===== src/rtl/vend_ctrl.sv =====
// rtl/vend_ctrl.sv - vend controller downstream of the currency accumulator
//
// Derives credit from the accumulator's running total against an internal base,
// arbitrates product selection and cancel, and runs a valid/ready dispense
// handshake. It then pays out change one coin at a time (COIN_HI, COIN_MID, 1).
//
// Ports:
//   clk, rst            clock, asynchronous active-high reset
//   total_currency      running accumulator total (wraps mod 2^W)
//   currency_avail      accumulator update strobe (informational)
//   product_sel         product id, qualified by sel_valid (1-cycle pulse)
//   cancel              refund request (1-cycle pulse)
//   dispense_ready      product mechanism accepts the dispense request
//   coin_ready          coin return accepts the offered coin
//   credit              total_currency - base, combinational
//   busy                controller is not idle
//   dispense_valid/_id  dispense request and product id
//   coin_valid/_value   change coin request and its value
//   insufficient        1-cycle pulse, selection rejected for lack of credit
//   vend_done           1-cycle pulse, transaction complete
module vend_ctrl #(
  parameter int CURRENCY_WIDTH = 7,
  parameter int PRICE0         = 15,
  parameter int PRICE1         = 25,
  parameter int PRICE2         = 40,
  parameter int PRICE3         = 55,
  parameter int COIN_HI        = 10,
  parameter int COIN_MID       = 5
) (
  input  logic                      clk,
  input  logic                      rst,
  input  logic [CURRENCY_WIDTH-1:0] total_currency,
  input  logic                      currency_avail,
  input  logic [1:0]                product_sel,
  input  logic                      sel_valid,
  input  logic                      cancel,
  input  logic                      dispense_ready,
  input  logic                      coin_ready,
  output logic [CURRENCY_WIDTH-1:0] credit,
  output logic                      busy,
  output logic                      dispense_valid,
  output logic [1:0]                dispense_id,
  output logic                      coin_valid,
  output logic [CURRENCY_WIDTH-1:0] coin_value,
  output logic                      insufficient,
  output logic                      vend_done
);

  localparam int W = CURRENCY_WIDTH;

  localparam logic [W-1:0] P0     = W'(PRICE0);
  localparam logic [W-1:0] P1     = W'(PRICE1);
  localparam logic [W-1:0] P2     = W'(PRICE2);
  localparam logic [W-1:0] P3     = W'(PRICE3);
  localparam logic [W-1:0] C_HI   = W'(COIN_HI);
  localparam logic [W-1:0] C_MID  = W'(COIN_MID);
  localparam logic [W-1:0] C_ONE  = W'(1);
  localparam logic [W-1:0] C_ZERO = '0;

  typedef enum logic [2:0] {
    S_IDLE,
    S_CHECK,
    S_DISPENSE,
    S_CHANGE,
    S_DONE
  } state_t;

  state_t        state_q, state_d;
  logic [W-1:0]  base_q, base_d;
  logic [W-1:0]  snap_q, snap_d;
  logic [W-1:0]  change_q, change_d;
  logic [1:0]    sel_q, sel_d;
  logic          insufficient_q, insufficient_d;

  logic [W-1:0]  price;
  logic [W-1:0]  coin_amt;

  // The update strobe carries no information beyond the total itself, since
  // credit is recomputed from total_currency every cycle.
  logic unused_currency_avail;
  assign unused_currency_avail = currency_avail;

  // Modular subtraction makes a wrap of the accumulator total transparent.
  assign credit = total_currency - base_q;

  always_comb begin
    price = P0;
    case (sel_q)
      2'd0:    price = P0;
      2'd1:    price = P1;
      2'd2:    price = P2;
      default: price = P3;
    endcase
  end

  // Greedy change: largest denomination not exceeding the remaining amount.
  always_comb begin
    coin_amt = C_ONE;
    if (change_q >= C_HI) begin
      coin_amt = C_HI;
    end else if (change_q >= C_MID) begin
      coin_amt = C_MID;
    end
  end

  always_ff @(posedge clk or posedge rst) begin
    if (rst) begin
      state_q        <= S_IDLE;
      base_q         <= '0;
      snap_q         <= '0;
      change_q       <= '0;
      sel_q          <= '0;
      insufficient_q <= 1'b0;
    end else begin
      state_q        <= state_d;
      base_q         <= base_d;
      snap_q         <= snap_d;
      change_q       <= change_d;
      sel_q          <= sel_d;
      insufficient_q <= insufficient_d;
    end
  end

  always_comb begin
    state_d        = state_q;
    base_d         = base_q;
    snap_d         = snap_q;
    change_d       = change_q;
    sel_d          = sel_q;
    insufficient_d = 1'b0;

    case (state_q)
      S_IDLE: begin
        // Cancel takes priority over a same-cycle selection; a cancel with
        // nothing to refund is dropped so it cannot produce an empty vend.
        if (cancel && (credit != C_ZERO)) begin
          snap_d   = credit;
          change_d = credit;
          state_d  = S_CHANGE;
        end else if (sel_valid) begin
          sel_d   = product_sel;
          state_d = S_CHECK;
        end
      end

      S_CHECK: begin
        if (credit >= price) begin
          snap_d   = credit;
          change_d = credit - price;
          state_d  = S_DISPENSE;
        end else begin
          insufficient_d = 1'b1;
          state_d        = S_IDLE;
        end
      end

      S_DISPENSE: begin
        if (dispense_ready) begin
          state_d = (change_q != C_ZERO) ? S_CHANGE : S_DONE;
        end
      end

      S_CHANGE: begin
        if (coin_ready) begin
          change_d = change_q - coin_amt;
          if (change_d == C_ZERO) begin
            state_d = S_DONE;
          end
        end
      end

      S_DONE: begin
        // Only the captured snapshot is consumed; currency inserted during
        // the transaction stays above the new base as fresh credit.
        base_d  = base_q + snap_q;
        state_d = S_IDLE;
      end

      default: begin
        state_d = S_IDLE;
      end
    endcase
  end

  // All handshake outputs decode registered state only.
  assign busy           = (state_q != S_IDLE);
  assign dispense_valid = (state_q == S_DISPENSE);
  assign dispense_id    = (state_q == S_DISPENSE) ? sel_q : 2'd0;
  assign coin_valid     = (state_q == S_CHANGE);
  assign coin_value     = (state_q == S_CHANGE) ? coin_amt : C_ZERO;
  assign insufficient   = insufficient_q;
  assign vend_done      = (state_q == S_DONE);

endmodule


===== config.mk =====
export PLATFORM = sky130hd
export DESIGN_NAME = vend_ctrl
export DESIGN_NICKNAME = d
export VERILOG_FILES = /design/src/rtl/vend_ctrl.sv
export SDC_FILE = /design/constraint.sdc
export NUM_CORES = 1
export LEC_CHECK = 0
export CAP_MARGIN = 10
export CELL_PAD_IN_SITES_DETAIL_PLACEMENT = 1
export CELL_PAD_IN_SITES_GLOBAL_PLACEMENT = 2
export CORE_ASPECT_RATIO = 0.6
export CORE_UTILIZATION = 33
export DETAILED_ROUTE_END_ITERATION = 10
export GPL_TIMING_DRIVEN = 0
export PLACE_DENSITY_LB_ADDON = 0.1
export SLEW_MARGIN = 20
export SYNTH_ARGS = -nofsm -noshare
export SYNTH_HDL_FRONTEND = slang
export SYNTH_SLANG_ARGS = --single-unit

===== constraint.sdc =====
create_clock -name clk -period 3.7 [get_ports clk]
set_clock_uncertainty 0.05 [all_clocks]
set_input_delay 0.37 -clock clk [delete_from_list [all_inputs] [get_ports clk]]
set_output_delay 0.37 -clock clk [all_outputs]
set_load 0.01 [all_outputs]

Word level (Yosys, flattened, before mapping)
Cells that the tools add are included.
- bits in registers: 27
- bits of input ports: 16
- output and inout port bits: 21
- logic and storage cells: 60
- add/subtract/negate cells: 4
- $lt $le $gt $ge: 3
- eq/ne operators: 12
- mux-type cells: 21
- bitwise operators: 1
- reductions and logical operators: 13
- operators with widths (kind ; number):
    two-way mux 7 bit ; 5
    two-way mux 3 bit ; 7
    case mux 7 bit (3 select lines) ; 1
    subtractor 7 bit ; 3
    case mux 6 bit (3 select lines) ; 1
    case mux 7 bit (2 select lines) ; 1
    nonzero test 7 bit ; 2
    case mux 3 bit (4 select lines) ; 1
    inequality test 2 bit (second input constant) ; 4
    AND reduction 4 bit ; 2
    adder 7 bit ; 1
    greater-or-equal comparator 7 x 3 -> 1 bit (second input constant) ; 1
    greater-or-equal comparator 7 x 4 -> 1 bit (second input constant) ; 1
    greater-or-equal comparator 7 bit ; 1
    zero test 7 bit ; 1
    equality test 3 x 2 -> 1 bit (second input constant) ; 2
    AND reduction 3 bit ; 2
    nonzero test 3 bit ; 2
    two-way mux 2 bit ; 2
    two-way mux 4 bit ; 1
    equality test 3 x 1 -> 1 bit (second input constant) ; 1
    equality test 3 bit (second input constant) ; 1
    zero test 3 bit ; 1
    inequality test 3 bit (second input constant) ; 1
    8 further kinds ; 9

Depth between registers and ports, before layout
Gate-level depths: netlist of run 1.
- depth in word-level cells: 8
- gate-level depth with buffers: 13
- depth with buffers taken out: 13

Worst setup path before layout of run 1
OpenSTA, ideal clock, no wires.
- path type: input-to-reg
- start point: in total_currency[0]
- end point: reg change_q[3]
- setup time: 0.128 ns
- arrival time: 3.389 ns
- slack: 0.133 ns
- cell stages on the path: 13
- cells stage by stage: inv_1 > ha_1 > fa_1 > nand2b_1 > a21oi_1 > xor2_1 > ha_1 > nand4_1 > o21ai_0 > a311o_1 > o311a_1 > buf_2 > mux2_1
- cells in the longest elaborated chain, start to end: 5
- elaborated cells on any way between the ends: 11
- classes of those cells: add/sub (2); order compare (1); eq/ne (2); mux (3); reduce/logical (3)
- RTL lines (element ; RTL line ; text):
    start: declaration ; 32 ; input logic [CURRENCY_WIDTH-1:0] total_currency,
    subtractor 7 bit (*) ; 84 ; assign credit = total_currency - base_q;
    net credit[4] ; 39 ; output logic [CURRENCY_WIDTH-1:0] credit,
    parallel branches: the longest is 3 deep, another holds greater-or-equal comparator 7 bit ; -- ;
    AND reduction 4 bit (no line) (*) ; -- ;
    end signal: assignment ; 118 ; change_q <= change_d;
    end: declaration ; 71 ; logic [W-1:0] change_q, change_d;
Mark *: on every way through the listed nets, which the timed path passes. The select of a mux whose other input is x is not followed.
A chain may end at the register's enable or synchronous reset.

Worst setup path in the final report of run 1
- start point: in total_currency[0]
- end point: reg snap_q[3]
- cells in the longest elaborated chain, start to end: 5
- elaborated cells on any way between the ends: 10
- classes of those cells: add/sub (1); order compare (1); eq/ne (2); mux (3); reduce/logical (3)
- RTL lines (element ; RTL line ; text):
    subtractor 7 bit (*) ; 84 ;
    parallel branches: the longest is 4 deep, another holds greater-or-equal comparator 7 bit ; -- ;
    end signal: assignment ; 117 ; snap_q <= snap_d;
    end: declaration ; 70 ; logic [W-1:0] snap_q, snap_d;
Every way passes the cells marked *. The select of a mux whose other input is x is not followed.

==> flow_metrics.py, run 1 <==
metrics = {
    "timing": {
        "whs_ns": 0.446,
        "max_slew_margin_pct": 50.0,
        "slew_viol_final": 0,
        "post-route-period-util_pct": 96.5,
        "post-route-min-period_ns": 3.57,
        "final-hold-violation-count": 0,
        "fmaxAchievable_ghz": 0.280,
        "setup_viol": 0,
        "worst_slew_pin_slew_ns": 0.745,
        "rsz0062_at_grt": "yes",
    },
    "routing": {
        "viasPerCell": 5.11,
        "vias": 2097,
        "drtIter0Drc": 76,
        "routedWlPerCell_um": 16.8,
        "routed_wl_um": 6890,
        "ant_nets": 0,
        "drc": 1,
        "drtPass1Iterations": 7,
    },
    "finish": {
        "layout_common_cells": "inv_1 (31), clkdlybuf4s50_1 (30), dfrtp_1 (26)",
        "final_layout_size_suffix_gt1_share_pct": 13.9,
        "synthToLayoutAreaGrowth_pct": 29.3,
        "final_common_cell": "inv_1",
        "antennaDiodeCount": 0,
        "nFillCells": 815,
        "fin_nets": 369,
    },
    "place": {
        "io_buffers": 32,
        "gp_congestion": 0.756,
        "dpl.hpwl_um": 5530,
    },
    "critical_path": {
        "criticalPathCategory": "input pin to flip-flop",
        "critPathLaunchType": "input pin",
        "crit_path_end_kind": "flip-flop",
        "critPathRequiredTime_ns": 3.81,
        "worstPathArrival_ns": 3.68,
        "critPathMaxFanout": 6,
    },
    "grt": {
        "grt_pass1_wl_um": 11000,
        "grt_max_degree": 28,
        "antenna_found_initial": 0,
        "gr-total-overflow": 0,
        "grt_pass1_vias": 2039,
        "grt.total_usage_pct": 19.3,
    },
    "yosys": {
        "synthTopCellsByArea": "dfrtp_1 (28%), ha_1 (13%), inv_1 (5.3%), a21oi_1 (3.8%), o21ai_0 (3.8%)",
        "synthCells": 276,
        "yosysTopAreaCellShare_pct": 28.1,
        "syn_area_per_cell_um2": 8.70,
        "ys_warn_count": 0,
        "syn_area_um2": 2400,
        "synth_edf_count": 0,
        "synth_seq_area_share_pct": 28.1,
        "ys_ff_latch": 27,
        "postSynth.asyncResetShare_pct": 100,
        "ys_types": 49,
        "synth_top_flop_cell": "dfrtp_1",
        "synth_top_area_cell": "dfrtp_1",
    },
    "clock_network": {
        "cts_tree": "done",
        "clock_path_buffers": 2,
        "htreeDepth": 1,
        "clock_sinks": 27,
        "cts_buffers": 3,
        "insertion_delay_ns": 0.27,
        "cts_root_buffer": "clkbuf_16",
        "cts_hold_buffers": 0,
        "clkSlewWorstSetupHoldPaths_ns": 0.07,
    },
    "die": {
        "start_util_pct": 35.1,
        "fp.dieW_um": 112,
        "die_h_um": 68.1,
        "pin_count": 37,
        "dieArea_um2": 7640,
        "rows": 23,
        "fp.coreArea_um2": 6850,
    },
    "status": {
        "violations": "DRC",
        "outcome": "finished with violations",
    },
    "pwr": {
        "ir_drop_mv": 0.370,
        "p_leak_uw": 0.00141,
        "finalPower_uw": 3550,
        "pwr_density_cell_nw_per_um2": 1140,
    },
    "worst_hold_path": {
        "hold_class": "input pin to async pin",
    },
    "run": {
        "drv_cap": 0,
    },
}
==> synthesized netlist by cell type (all sizes together), types with 2 or more instances <==
master,instances
inv,34
dfrtp,27
ha,25
nor2,21
o21ai,19
a21oi,18
nand2,18
xnor2,10
mux2,9
nor3,9
mux2i,8
nor2b,8
or3,6
buf,5
nand2b,5
fa,4
xor2,4
a21o,3
a22o,3
o211ai,3
o21a,3
o31ai,3
or2,3
a211oi,2
a311o,2
a31oi,2
clkbuf,2
nand3,2
or4,2
==> stage by stage <==
stage	setup slack (ns)	area (um2)	cells	setup TNS (ns)	utilization [%]
2_1_floorplan	0.133	2410	278	0	-
6_report	0.130	3110	410	0	45.3
5_1_grt	-0.00214	3110	410	-0.00214	45.3
4_1_cts	0.0175	2980	405	0	43.5
3_5_place_dp	-0.711	2840	397	-8.86	41.5
3_3_place_gp	-0.652	2840	397	-7.87	41.5
==> report_power, final <==
| part | leakage [uW] | switching (uW) | internal (uW) |
|---|---|---|---|
| Sequential | 0.000330 | 126 | 438 |
| Combinational | 0.00104 | 1430 | 1300 |
| Clock | 0.0000382 | 111 | 148 |
| Total | 0.00141 | 1660 | 1890 |
==> layout make-up <==
type | instances | area (um2) | area share (%)
plain buffers | 7 | 48.8 | 1.57
repair buffers | 41 | 393 | 12.7
clock buffers | 4 | 78.8 | 2.54
flip-flops and latches | 27 | 677 | 21.8
well taps | 87 | 109 | 3.51
multi-input cells | 210 | 1670 | 53.8
inverters | 34 | 128 | 4.11
==> worst max-delay path: stages <==
cell             delay [ns]
clkdlybuf4s50_1        0.45
inv_1                  0.04
ha_2                   0.19
fa_2                   0.42
nand2b_4               0.18
a21oi_4                0.16
xor2_2                 0.22
ha_4                   0.25
nand4_1                0.13
o21ai_1                0.10
a311o_1                0.36
buf_4                  0.16
a32oi_4                0.28
mux2_2                 0.37
==> final timing paths <==
path,from,end,slack [ns],cells after the start
worst max-delay path,total_currency[0],snap_q[3],0.13,14
min in group clk,base_q[6],base_q[6],0.45,1
worst min-delay path,rst,base_q[0],0.45,2
max in group asynchronous,rst,base_q[1],2.72,2
worst max register to register,base_q[1],snap_q[3],0.16,13
worst min register to register,base_q[6],base_q[6],0.45,1
==> sequential cells by signal (all words and copies together), names as in the netlist <==
register,cells
base_q,7
change_q,7
snap_q,7
state_q,3
sel_q,2
insufficient,1
==> what timing repair did <==
| action | 4_1_cts | 5_1_grt |
|---|---|---|
| pin swaps | 7 | 14 |
| gates resized for setup | 6 | 21 |
| endpoints found under the setup margin | 15 | 8 |
| setup buffers | 4 | 5 |
| cloned | 0 | 0 |
==> cell families (layout without fill, tap and decap cells) <==
logic type	Yosys count	after routing	share of synthesized area (%)
compound gates	68	68	19.2
buf+inv	41	86	7.08
fa+ha+maj	29	29	16.4
mux	17	17	7.55
other cells	1	3	0.156
xor+xnor	14	14	5.10
flops	27	27	28.1
simple gates	79	79	16.5
==> routing by layer <==
metal / share of wire [%] / routed length [um] / global-route usage [%]
met5: 0 / 0 / 0
met2: 35 / 2440 / 26.7
met1: 61 / 4200 / 30.6
met4: 0.25 / 17 / 2.00
met3: 3.4 / 236 / 4.25
Note: power is estimated with default switching activity, not from simulation.
==> run 2, diff against run 1 <==
Settings changed: ABC_CLOCK_PERIOD_IN_PS set to 3700, REMOVE_ABC_BUFFERS set to 1.
==> flow_metrics.py, run 2 (synthesis results as in run 1) <==
metrics = {
    "status": {
        "outcome": "finished with violations",
        "violations": "DRC",
    },
    "timing": {
        "post-route-period-util_pct": 98.3,
        "whs_ns": 0.437,
        "fmaxAchievable_ghz": 0.275,
        "rsz0062_at_grt": "yes",
        "final-hold-violation-count": 0,
        "worst_slew_pin_slew_ns": 0.748,
        "postLayoutSetupSlackWorst_ns": 0.0630,
        "setup_viol": 0,
        "slew_viol_final": 0,
        "max_slew_margin_pct": 49.8,
        "post-route-min-period_ns": 3.64,
    },
    "routing": {
        "met3_length_um": 235,
        "ant_nets": 0,
        "drtPass1Iterations": 8,
        "routed_wl_um": 6980,
        "vias": 2093,
        "top_layer_used": "met4",
        "drc": 1,
        "drtIter0Drc": 63,
        "met1_length_um": 4170,
        "wl_met2_um": 2560,
        "routedWlPerCell_um": 17.3,
        "viasPerCell": 5.18,
    },
    "finish": {
        "final_cells": 404,
        "fin_nets": 363,
        "synthToLayoutAreaGrowth_pct": 27.4,
        "layout_common_cells": "inv_1 (31), clkdlybuf4s50_1 (31), dfrtp_1 (26)",
        "final_layout_size_suffix_gt1_share_pct": 12.9,
        "design_area_um2": 3060,
        "antennaDiodeCount": 0,
        "biggestRegsByFlops": "base_q x7, change_q x7, snap_q x7",
    },
    "critical_path": {
        "crit_start": "total_currency[2]",
        "worstPathArrival_ns": 3.74,
        "criticalPathCategory": "input pin to flip-flop",
        "critPathRequiredTime_ns": 3.80,
        "critPathLaunchType": "input pin",
        "crit_path_end_kind": "flip-flop",
        "ff2ff_setup_slack_ns": 0.15,
        "critPathMaxFanout": 5,
        "r2r_start": "base_q[1]",
    },
    "clock_network": {
        "insertion_delay_ns": 0.27,
        "cts_root_buffer": "clkbuf_16",
        "clock_path_buffers": 2,
        "clock_sinks": 27,
        "cts_hold_buffers": 0,
        "cts_tree": "done",
        "cts_buffers": 3,
        "clkSlewWorstSetupHoldPaths_ns": 0.07,
        "htreeDepth": 1,
    },
    "die": {
        "dieArea_um2": 7640,
        "start_util_pct": 35.1,
        "fp.dieW_um": 112,
        "fp.coreArea_um2": 6850,
        "rows": 23,
        "die_h_um": 68.1,
        "pin_count": 37,
    },
    "place": {
        "gp_congestion": 0.766,
        "io_buffers": 32,
        "dpl.hpwl_um": 5540,
        "dp_cells": 390,
        "dp_slack_ns": -0.712,
        "dpl_cell_area_um2": 2800,
    },
    "grt": {
        "grt_max_degree": 28,
        "grt_pass1_wl_um": 11100,
        "grt.total_usage_pct": 19.6,
        "grt_pass1_vias": 2053,
        "gr-total-overflow": 0,
        "antenna_found_initial": 0,
    },
    "run": {
        "drv_cap": 0,
    },
    "pwr": {
        "clockPowerShare_pct": 7.2,
        "p_sw_uw": 1650,
        "p_int_uw": 1870,
        "p_sw_share_pct": 47.0,
        "pwr_density_cell_nw_per_um2": 1150,
        "pwr-share-comb_pct": 76.3,
        "pwr-share-seq_pct": 16.5,
        "p_leak_uw": 0.00138,
        "ir_drop_mv": 0.422,
    },
    "worst_hold_path": {
        "worstHoldStart": "base_q[6]",
        "hold_class": "flip-flop to flip-flop",
    },
}
[run 2: cell types whose count changed in the layout (fill, tap and decap cells not counted), sizes merged]
cell,change
buf,-4
clkdlybuf4s50,+1
clkbuf,-2
dlymetal6s2s,-1
[run 2: worst paths after layout]
kind                                    end  cells past startpoint
worst max-delay path            change_q[6]                     12
worst min-delay path              base_q[6]                      1
worst max register to register  change_q[6]                     12
worst min register to register    base_q[6]                      1
max in group asynchronous         base_q[1]                      2
min in group asynchronous        state_q[1]                      2
[run 2: area by class of cell]
cell class	instances	area, um2
Fill cell	811	3790
Inverter	34	128
Sequential cell	27	677
Timing Repair Buffer	42	398
Clock buffer	4	78.8
Tap cell	87	109
Multi-Input combinational cell	210	1670
[run 2: power by group through the flow]
stage | Clock [uW] | Sequential (uW) | Combinational, uW
finish | 254 | 582 | 2680
global route | 281 | 606 | 2980
CTS | 266 | 578 | 2500
detailed placement | 0 | 583 | 2370
global placement | 0 | 577 | 2330
floorplan | 0 | 538 | 1700
[run 2: repair_timing]
action | CTS | global route
setup buffers | 6 | 4
gates resized for setup | 7 | 15
endpoints found under the setup margin | 15 | 14
pin swaps | 7 | 9
[run 2: worst max-delay path: stages]
cell and delay [ns]:
clkdlybuf4s50_1 0.46, ha_4 0.19, or2_1 0.25, o211ai_1 0.28
mux2i_1 0.28, o211ai_1 0.17, ha_1 0.39, nand4_1 0.15
o21ai_1 0.09, a311o_2 0.43, o311a_4 0.37, mux2_1 0.32
[run 2: per-stage QoR]
step	power [uW]	TNS [ns]	util, %
floorplan	2230	0	-
CTS	3340	0	43.1
global placement	2910	-8.32	40.8
detailed placement	2950	-8.41	40.8
global route	3860	-0.400	44.7
finish	3520	0	44.7
[run 2: metal layers]
metal,global-route usage [%],vias to the layer above
met1,30.9,1014
met3,3.90,2
met5,0,-
met2,27.6,31
li1,-,1046
met4,2.00,0
